<file path="config.mk">
export PLATFORM = sky130hd
export DESIGN_NAME = cti_flow_ctrl
export DESIGN_NICKNAME = d
export VERILOG_FILES = /design/src/rtl/cti_pkg.sv /design/src/rtl/sat_counter.sv /design/src/rtl/cti_flow_ctrl.sv
export SDC_FILE = /design/constraint.sdc
export NUM_CORES = 1
export LEC_CHECK = 0
export BUFFER_PORTS_ARGS = -buffer_cell sky130_fd_sc_hd__buf_2
export CELL_PAD_IN_SITES_DETAIL_PLACEMENT = 0
export CELL_PAD_IN_SITES_GLOBAL_PLACEMENT = 1
export CORE_ASPECT_RATIO = 2
export CORE_MARGIN = 2
export CORE_UTILIZATION = 35
export CTS_BUF_LIST = sky130_fd_sc_hd__clkbuf_16
export CTS_CLUSTER_SIZE = 16
export DETAILED_ROUTE_END_ITERATION = 7
export GPL_ROUTABILITY_DRIVEN = 0
export PLACE_DENSITY = 0.85
export SLEW_MARGIN = 10
export SYNTH_ARGS = -nofsm -noshare
export SYNTH_HDL_FRONTEND = slang
export SYNTH_SLANG_ARGS = --single-unit
</file>
<file path="constraint.sdc">
create_clock -name CLK -period 2.2 [get_ports CLK]
set_input_delay 0.22 -clock CLK [delete_from_list [all_inputs] [get_ports CLK]]
set_output_delay 0.22 -clock CLK [all_outputs]
set_load 0.02 [all_outputs]
</file>
<file path="src/rtl/cti_pkg.sv">
// Shared opcodes, state/class encodings and PC select constants for the
// control-transfer sequencer.
package cti_pkg;

  localparam logic [6:0] OP_JAL    = 7'b1101111;
  localparam logic [6:0] OP_JALR   = 7'b1100111;
  localparam logic [6:0] OP_BRANCH = 7'b1100011;

  typedef enum logic [1:0] {RUN, WAIT, REDIRECT} state_t;
  typedef enum logic [1:0] {BR, JAL, JALR} cti_cls_t;

  localparam logic PC_SEL_SEQ = 1'b0;
  localparam logic PC_SEL_TGT = 1'b1;

endpackage

</file>
<file path="src/rtl/sat_counter.sv">
// Up-counter that sticks at its all-ones value instead of wrapping.
module sat_counter #(
  parameter int W = 16
) (
  input  logic         CLK,
  input  logic         RESET,
  input  logic         inc,
  output logic [W-1:0] count
);

  always_ff @(posedge CLK) begin
    if (RESET) begin
      count <= '0;
    end else if (inc && (count != {W{1'b1}})) begin
      count <= count + W'(1);
    end
  end

endmodule

</file>
<file path="src/rtl/cti_flow_ctrl.sv">
// Fetch/PC sequencer: holds the PC while a jump or branch resolves in execute,
// then either resumes sequential fetch or redirects and flushes fetch.
module cti_flow_ctrl
  import cti_pkg::*;
#(
  parameter int MAX_WAIT = 4,
  parameter int CNT_W    = 16
) (
  input  logic             CLK,
  input  logic             RESET,
  input  logic             valid_d,
  input  logic [6:0]       op_d,
  input  logic             ext_stall,
  input  logic             resolve_valid_x,
  input  logic             b_taken_x,
  input  logic [31:0]      target_x,
  output logic             pc_en,
  output logic             pc_sel,
  output logic [31:0]      pc_target,
  output logic             bubble_d,
  output logic             flush_f,
  output logic             busy,
  output logic             resolve_err,
  output logic [CNT_W-1:0] cti_cnt,
  output logic [CNT_W-1:0] taken_cnt
);

  localparam int WCW = (MAX_WAIT > 1) ? $clog2(MAX_WAIT) : 1;
  localparam logic [WCW-1:0] WAIT_LAST = WCW'(MAX_WAIT - 1);

  state_t         state;
  cti_cls_t       cls;
  cti_cls_t       op_cls;
  logic [WCW-1:0] wait_cnt;
  logic           is_cti;
  logic           cti_inc;
  logic           taken_inc;

  always_comb begin
    is_cti = 1'b0;
    op_cls = BR;
    case (op_d)
      OP_JAL:    begin is_cti = valid_d; op_cls = JAL;  end
      OP_JALR:   begin is_cti = valid_d; op_cls = JALR; end
      OP_BRANCH: begin is_cti = valid_d; op_cls = BR;   end
      default:   ;
    endcase
  end

  assign cti_inc   = !RESET && !ext_stall && (state == RUN) && is_cti;
  assign taken_inc = !RESET && !ext_stall && (state == REDIRECT);

  // A resolve in the last permitted WAIT cycle takes priority over the timeout.
  always_ff @(posedge CLK) begin
    if (RESET) begin
      state       <= RUN;
      cls         <= BR;
      wait_cnt    <= '0;
      pc_target   <= '0;
      resolve_err <= 1'b0;
    end else if (!ext_stall) begin
      case (state)
        RUN: begin
          if (is_cti) begin
            state    <= WAIT;
            cls      <= op_cls;
            wait_cnt <= '0;
          end
        end
        WAIT: begin
          wait_cnt <= wait_cnt + WCW'(1);
          if (resolve_valid_x) begin
            pc_target <= target_x;
            state     <= (b_taken_x || (cls != BR)) ? REDIRECT : RUN;
          end else if (wait_cnt == WAIT_LAST) begin
            resolve_err <= 1'b1;
            state       <= RUN;
          end
        end
        REDIRECT: state <= RUN;
        default:  state <= RUN;
      endcase
    end
  end

  always_comb begin
    pc_en    = 1'b0;
    pc_sel   = PC_SEL_SEQ;
    bubble_d = 1'b0;
    flush_f  = 1'b0;
    busy     = 1'b0;
    if (!RESET) begin
      busy = (state != RUN);
      if (state == REDIRECT) pc_sel = PC_SEL_TGT;
      if (!ext_stall) begin
        case (state)
          RUN:      pc_en = 1'b1;
          WAIT:     bubble_d = 1'b1;
          REDIRECT: begin
            pc_en    = 1'b1;
            flush_f  = 1'b1;
            bubble_d = 1'b1;
          end
          default:  ;
        endcase
      end
    end
  end

  sat_counter #(.W(CNT_W)) u_cti_cnt (
    .CLK   (CLK),
    .RESET (RESET),
    .inc   (cti_inc),
    .count (cti_cnt)
  );

  sat_counter #(.W(CNT_W)) u_taken_cnt (
    .CLK   (CLK),
    .RESET (RESET),
    .inc   (taken_inc),
    .count (taken_cnt)
  );

endmodule

</file>
== Yosys cells after proc, flatten, opt, wreduce, memory -nomap -nowiden ==
Cells that the tools add are included.
W data, S select, Z words.

* Register bits after elaboration: 71
* Bits of input ports: 45
* Output and inout port bits: 70
* Logic and storage cells: 63

* Add/sub/neg operators: 3
* Eq/ne operators: 10
* Muxes and demuxes: 20
* Bitwise logic cells: 2
* Reduce and logical (&&, ||, !) cells: 21

{| class="wikitable"
|+ Operator list
! cell !! number
|-
| $add A16 B1 Y16 const B || 2
|-
| $ne A16 B16 Y1 const B || 2
|-
| $eq A7 B7 Y1 const B || 3
|-
| $mux W1 || 12
|-
| $pmux W2 S2 || 3
|-
| $reduce_and A3 Y1 || 4
|-
| $mux W2 || 5
|-
| $logic_and A1 B1 Y1 || 6
|-
| $reduce_bool A2 Y1 || 3
|-
| $eq A2 B2 Y1 const B || 2
|-
| $reduce_and A4 Y1 || 1
|-
| $reduce_or A2 Y1 || 2
|-
| $ne A3 B3 Y1 const B || 1
|-
| $reduce_or A3 Y1 || 1
|-
| $add A2 B1 Y2 const B || 1
|-
| $eq A2 B1 Y1 const B || 1
|-
| $logic_not A1 Y1 || 2
|-
| $logic_not A2 Y1 || 1
|-
| $ne A2 B2 Y1 const B || 1
|-
| $not A1 Y1 || 2
|-
| $logic_or A1 B1 Y1 || 1
|}

== Logic depth before layout (Yosys ltp) ==
* Word-level depth: 5
* Depth in mapped cells: 8
* Depth with buffers taken out: 7

== Modules after synthesis ==
From an unflattened synthesis, not the netlist that was laid out.

* Cells, all modules: 398
* Area total of the unflattened synthesis: 3279.4 µm²

{| class="wikitable"
|+ Modules (own cells, without submodules)
! module !! instances !! cells each !! area each (µm²) !! sequential area each (µm²)
|-
| sat_counter || 2 || 99 || 848.3 || 320.3
|-
| cti_flow_ctrl || 1 || 200 || 1582.8 || 780.7
|}

== Worst setup path after synthesis ==
No wires, ideal clock.

* Path kind: reg-to-reg
* From: register u_cti_cnt.count[0]
* To: register u_cti_cnt.count[11]
* Setup time: 0.121 ns
* Arrival time: 1.776 ns
* Data required time: 2.079 ns
* Setup slack: 0.304 ns
* Cell stages (with the launch flop): 7
* Path buffers: 0
* Period minus slack after synthesis: 1.896 ns
* Path through: dfxtp_1 ha_1 and4_1 nor4b_2 nor3_2 nand4_1 mux2_2

* Word-level cells in the longest chain between the ends: 2
* Elaborated cells between the ends (all ways): 3
* Those cells by class: add/sub: 1; eq/ne: 1; reduce/logical: 1

{| class="wikitable"
|+ RTL lines
! element !! line !! source
|-
| from (decl) || sat_counter.sv:8 || <nowiki>output logic [W-1:0] count</nowiki>
|-
| from (signal assigned) || sat_counter.sv:15 || <nowiki>count <= count + W'(1);</nowiki>
|-
| parallel branches: the longest is 2 deep, another holds $add A16 B1 Y16 || -- ||
|}

Parallel ways; which one is timed is not known.
A chain may end at the register's enable or synchronous reset.

== Worst setup path after layout ==
* From: register state[0]
* To: register u_cti_cnt.count[11]

* Word-level cells in the longest chain between the ends: 4

{| class="wikitable"
|+ RTL lines
! element !! line !! source
|-
| from (decl) || cti_flow_ctrl.sv:31 || <nowiki>state_t state;</nowiki>
|-
| from (signal assigned) || cti_flow_ctrl.sv:74 || <nowiki>state <= (b_taken_x || (cls != BR)) ? REDIRECT : RUN;</nowiki>
|-
| $logic_not A2 Y1 || cti_flow_ctrl.sv:50 || <nowiki>assign cti_inc = !RESET && !ext_stall && (state == RUN) && is_cti;</nowiki>
|-
| $logic_and A1 B1 Y1 (2 in series) || cti_flow_ctrl.sv:50 ||
|-
| $logic_and A1 B1 Y1 || sat_counter.sv:14 || <nowiki>end else if (inc && (count != {W{1'b1}})) begin</nowiki>
|}

Every way passes these cells.

==> results.txt <==
Critical R2R Launch: state[0]
IR drop worst, VDD: 0.424 mV
Worst R2R Setup Slack: 0.17 ns
Clk pin slew, worst setup/hold paths: 0.06 ns
placed inst area: 3860 sq um
root buffer cell: clkbuf_16
# IOs: 115
Finished Layout Cells: 612
hold depth: 3
Initial Util: 0.358
CP required: 2.42 ns
Worst-Skew Late Latency: 0.33 ns
R2R depth: 7
FMAX: 492 MHz
DRC: 0
Die Ht: 139 um
Final nets: 556
cells along the critical path: inv_1 -> ha_1 -> nor3b_1 -> nand4_1 -> nor3_2 -> nand4_1 -> mux2_2
Placed Cells: 596
post-route cell area: 4150 sq um
crit path from: state[0]
GRT overflow: 0
DR pass1 iterations: 6
CTS sink cnt: 71
routed length per instance: 13.9 um
Core Region: 8890 sq um
# H-tree levels: 3
worst-case clock buffer depth: 2
area delta synth->final: 30.6%
largest stage delay on the critical path: 0.39 ns
Worst-Margin Slew: 0.483 ns
min-delay src: target_x[22]
CTS Hold Bufs: 0
Vias/cell: 5.09
Mean Syn Cell Area: 8.18 sq um
WS Path Type: reg2reg
total CTS buffers: 9
Slew Viols, Final: 0
post-synth top area share: 0.447
share of layout cells above drive strength 1: 0.292
Vias: 3114
initial antenna violation count: 0
max_cap viols: 0
slowest CP cell: nor3_2
sequential area share after synthesis: 0.447
die width: 71.4 um
CP Max Fanout: 8
Post-Synthesis Cells: 389
Syn Nets: 440
vias in the first global route: 3037
post-route clock period utilization: 0.924
area leader, netlist: dfxtp_1
Pwr Density: 673 nW/um^2
HPWL Detailed: 6.42 mm
# port buffers: 114
synth warn: 0
n_diodes: 0
row cnt: 49
Fin. Hold Viols: 0
fraction of registers with async set/reset: 0
slew margin rel.: 0.675
starting DRC count in detailed routing: 110
post-synthesis register bit count: 71
DIE AREA: 9910 sq um
final setup violation count: 0
Hold Path Sink: pc_target[22]
WL final: 8.52 mm
Core Util, Final: 0.467
Layout Skew: 0.00574 ns
CTS tree: done
status: complete, no violations
GRT Util Overall: 0.172
post-synthesis cell area: 3180 sq um
CP most frequent cell: nand4_1
EDFF count, synth: 0
CP Launch Type: flop
leakage power: 1.77 nW
first-pass GRT wire length: 13.6 mm
Worst setup EP type: flop
dominant synthesized flop cell: dfxtp_1
CP Data Arrival Time: 2.25 ns
fillers: 897
cts repair resizes: 0
type of the most critical hold path: in2reg
Routed Antenna Nets: 0
largest net degree at the start of global routing: 39
commonest non-fill, non-tap cell in the layout: buf_2
RSZ-0062 raised after global routing: true
most frequent cells in the layout: 114 x buf_2, 82 x nand2_1, 71 x dfxtp_1
top post-synthesis cells by area: dfxtp_1 45%, nand2_1 9.7%, a21oi_1 6.5%
Cell variety after synth: 47
reg-to-reg critical path endpoint: u_cti_cnt.count[11]
Tmin final: 2.03 ns
-- state kept, by name (all words and copies together) (netlist names) --
register and flops:
cls 2, resolve_err 1, u_taken_cnt.count 16, pc_target 32, u_cti_cnt.count 16, state 2
wait_cnt 2
-- layout make-up --
type / instances / area, sq um / area share
clock buffers: 9 / 225 / 0.0542
inverters: 11 / 41.3 / 0.00994
multi-input cells: 289 / 1640 / 0.394
repair buffers: 123 / 638 / 0.154
well taps: 102 / 128 / 0.0307
clock inverters: 7 / 63.8 / 0.0154
flip-flops and latches: 71 / 1420 / 0.342
-- routing by layer --
metal / share of wire / vias up / track usage
met4: 0.030 / 0 / 0.0894
met5: 0 / - / 0
met1: 0.37 / 1421 / 0.178
li1: - / 1579 / -
met2: 0.55 / 93 / 0.313
met3: 0.052 / 21 / 0.0371
-- cell usage after synthesis (4+ instances only) --
cell and n:
clkbuf_1 13, nand4_1 18, dfxtp_1 71, nand3_1 11, inv_1 11, nor4_1 5, a21oi_1 41, nor3_1 10
nand2_1 82, o21ai_0 5, and3_1 5, and4_1 4, xor2_1 8, nor2_1 40, mux2i_1 6, ha_1 6
xnor2_1 12
-- through the flow --
step	TNS [ns]	power [mW]	worst slack, ns	hold slack, ns
after global placement	0	1.41	0.217	0.440
after detailed placement	0	1.41	0.166	0.445
after floorplan	0	1.35	0.304	0.356
final	0	2.79	0.167	0.118
after global routing	-0.0189	2.89	-0.0189	0.126
after CTS	0	2.83	0.152	0.111
-- worst max path at each step --
stage,endpoint,cells after the start,slack [ns]
after floorplan,u_cti_cnt.count[11],6,0.30
after global placement,u_taken_cnt.count[14],7,0.22
after detailed placement,u_cti_cnt.count[11],7,0.17
after CTS,u_cti_cnt.count[11],7,0.15
after global routing,u_cti_cnt.count[11],7,-0.02
final,u_cti_cnt.count[11],7,0.17
-- power by group --
part	internal, mW	switching, mW
registers	1.29	0.000495
clock network	0.866	0.546
logic	0.0393	0.0551
-- worst max-delay path: cells and delay by family (launching register included) --
kind,cells,cell delay (ns)
muxes,1,0.28
DFF,1,0.31
and+or+nand+nor,4,1.07
buffers and inverters,1,0.10
adders and majority gates,1,0.17
-- what timing repair did --
item                       4_1_cts  5_1_grt
buffers inserted                 0        0
setup endpoints to repair        0        1
hold endpoints to repair         0        0
-- kinds of logic after synthesis --
family | share of synthesized area
xor gates and xnor gates | 0.0551
adders and majority gates | 0.0236
DFF | 0.447
AOI/OAI and AO/OA | 0.110
and+or+nand+nor | 0.302
buffers and inverters | 0.0405
muxes | 0.0224
(Power assumes the default switching activity.)
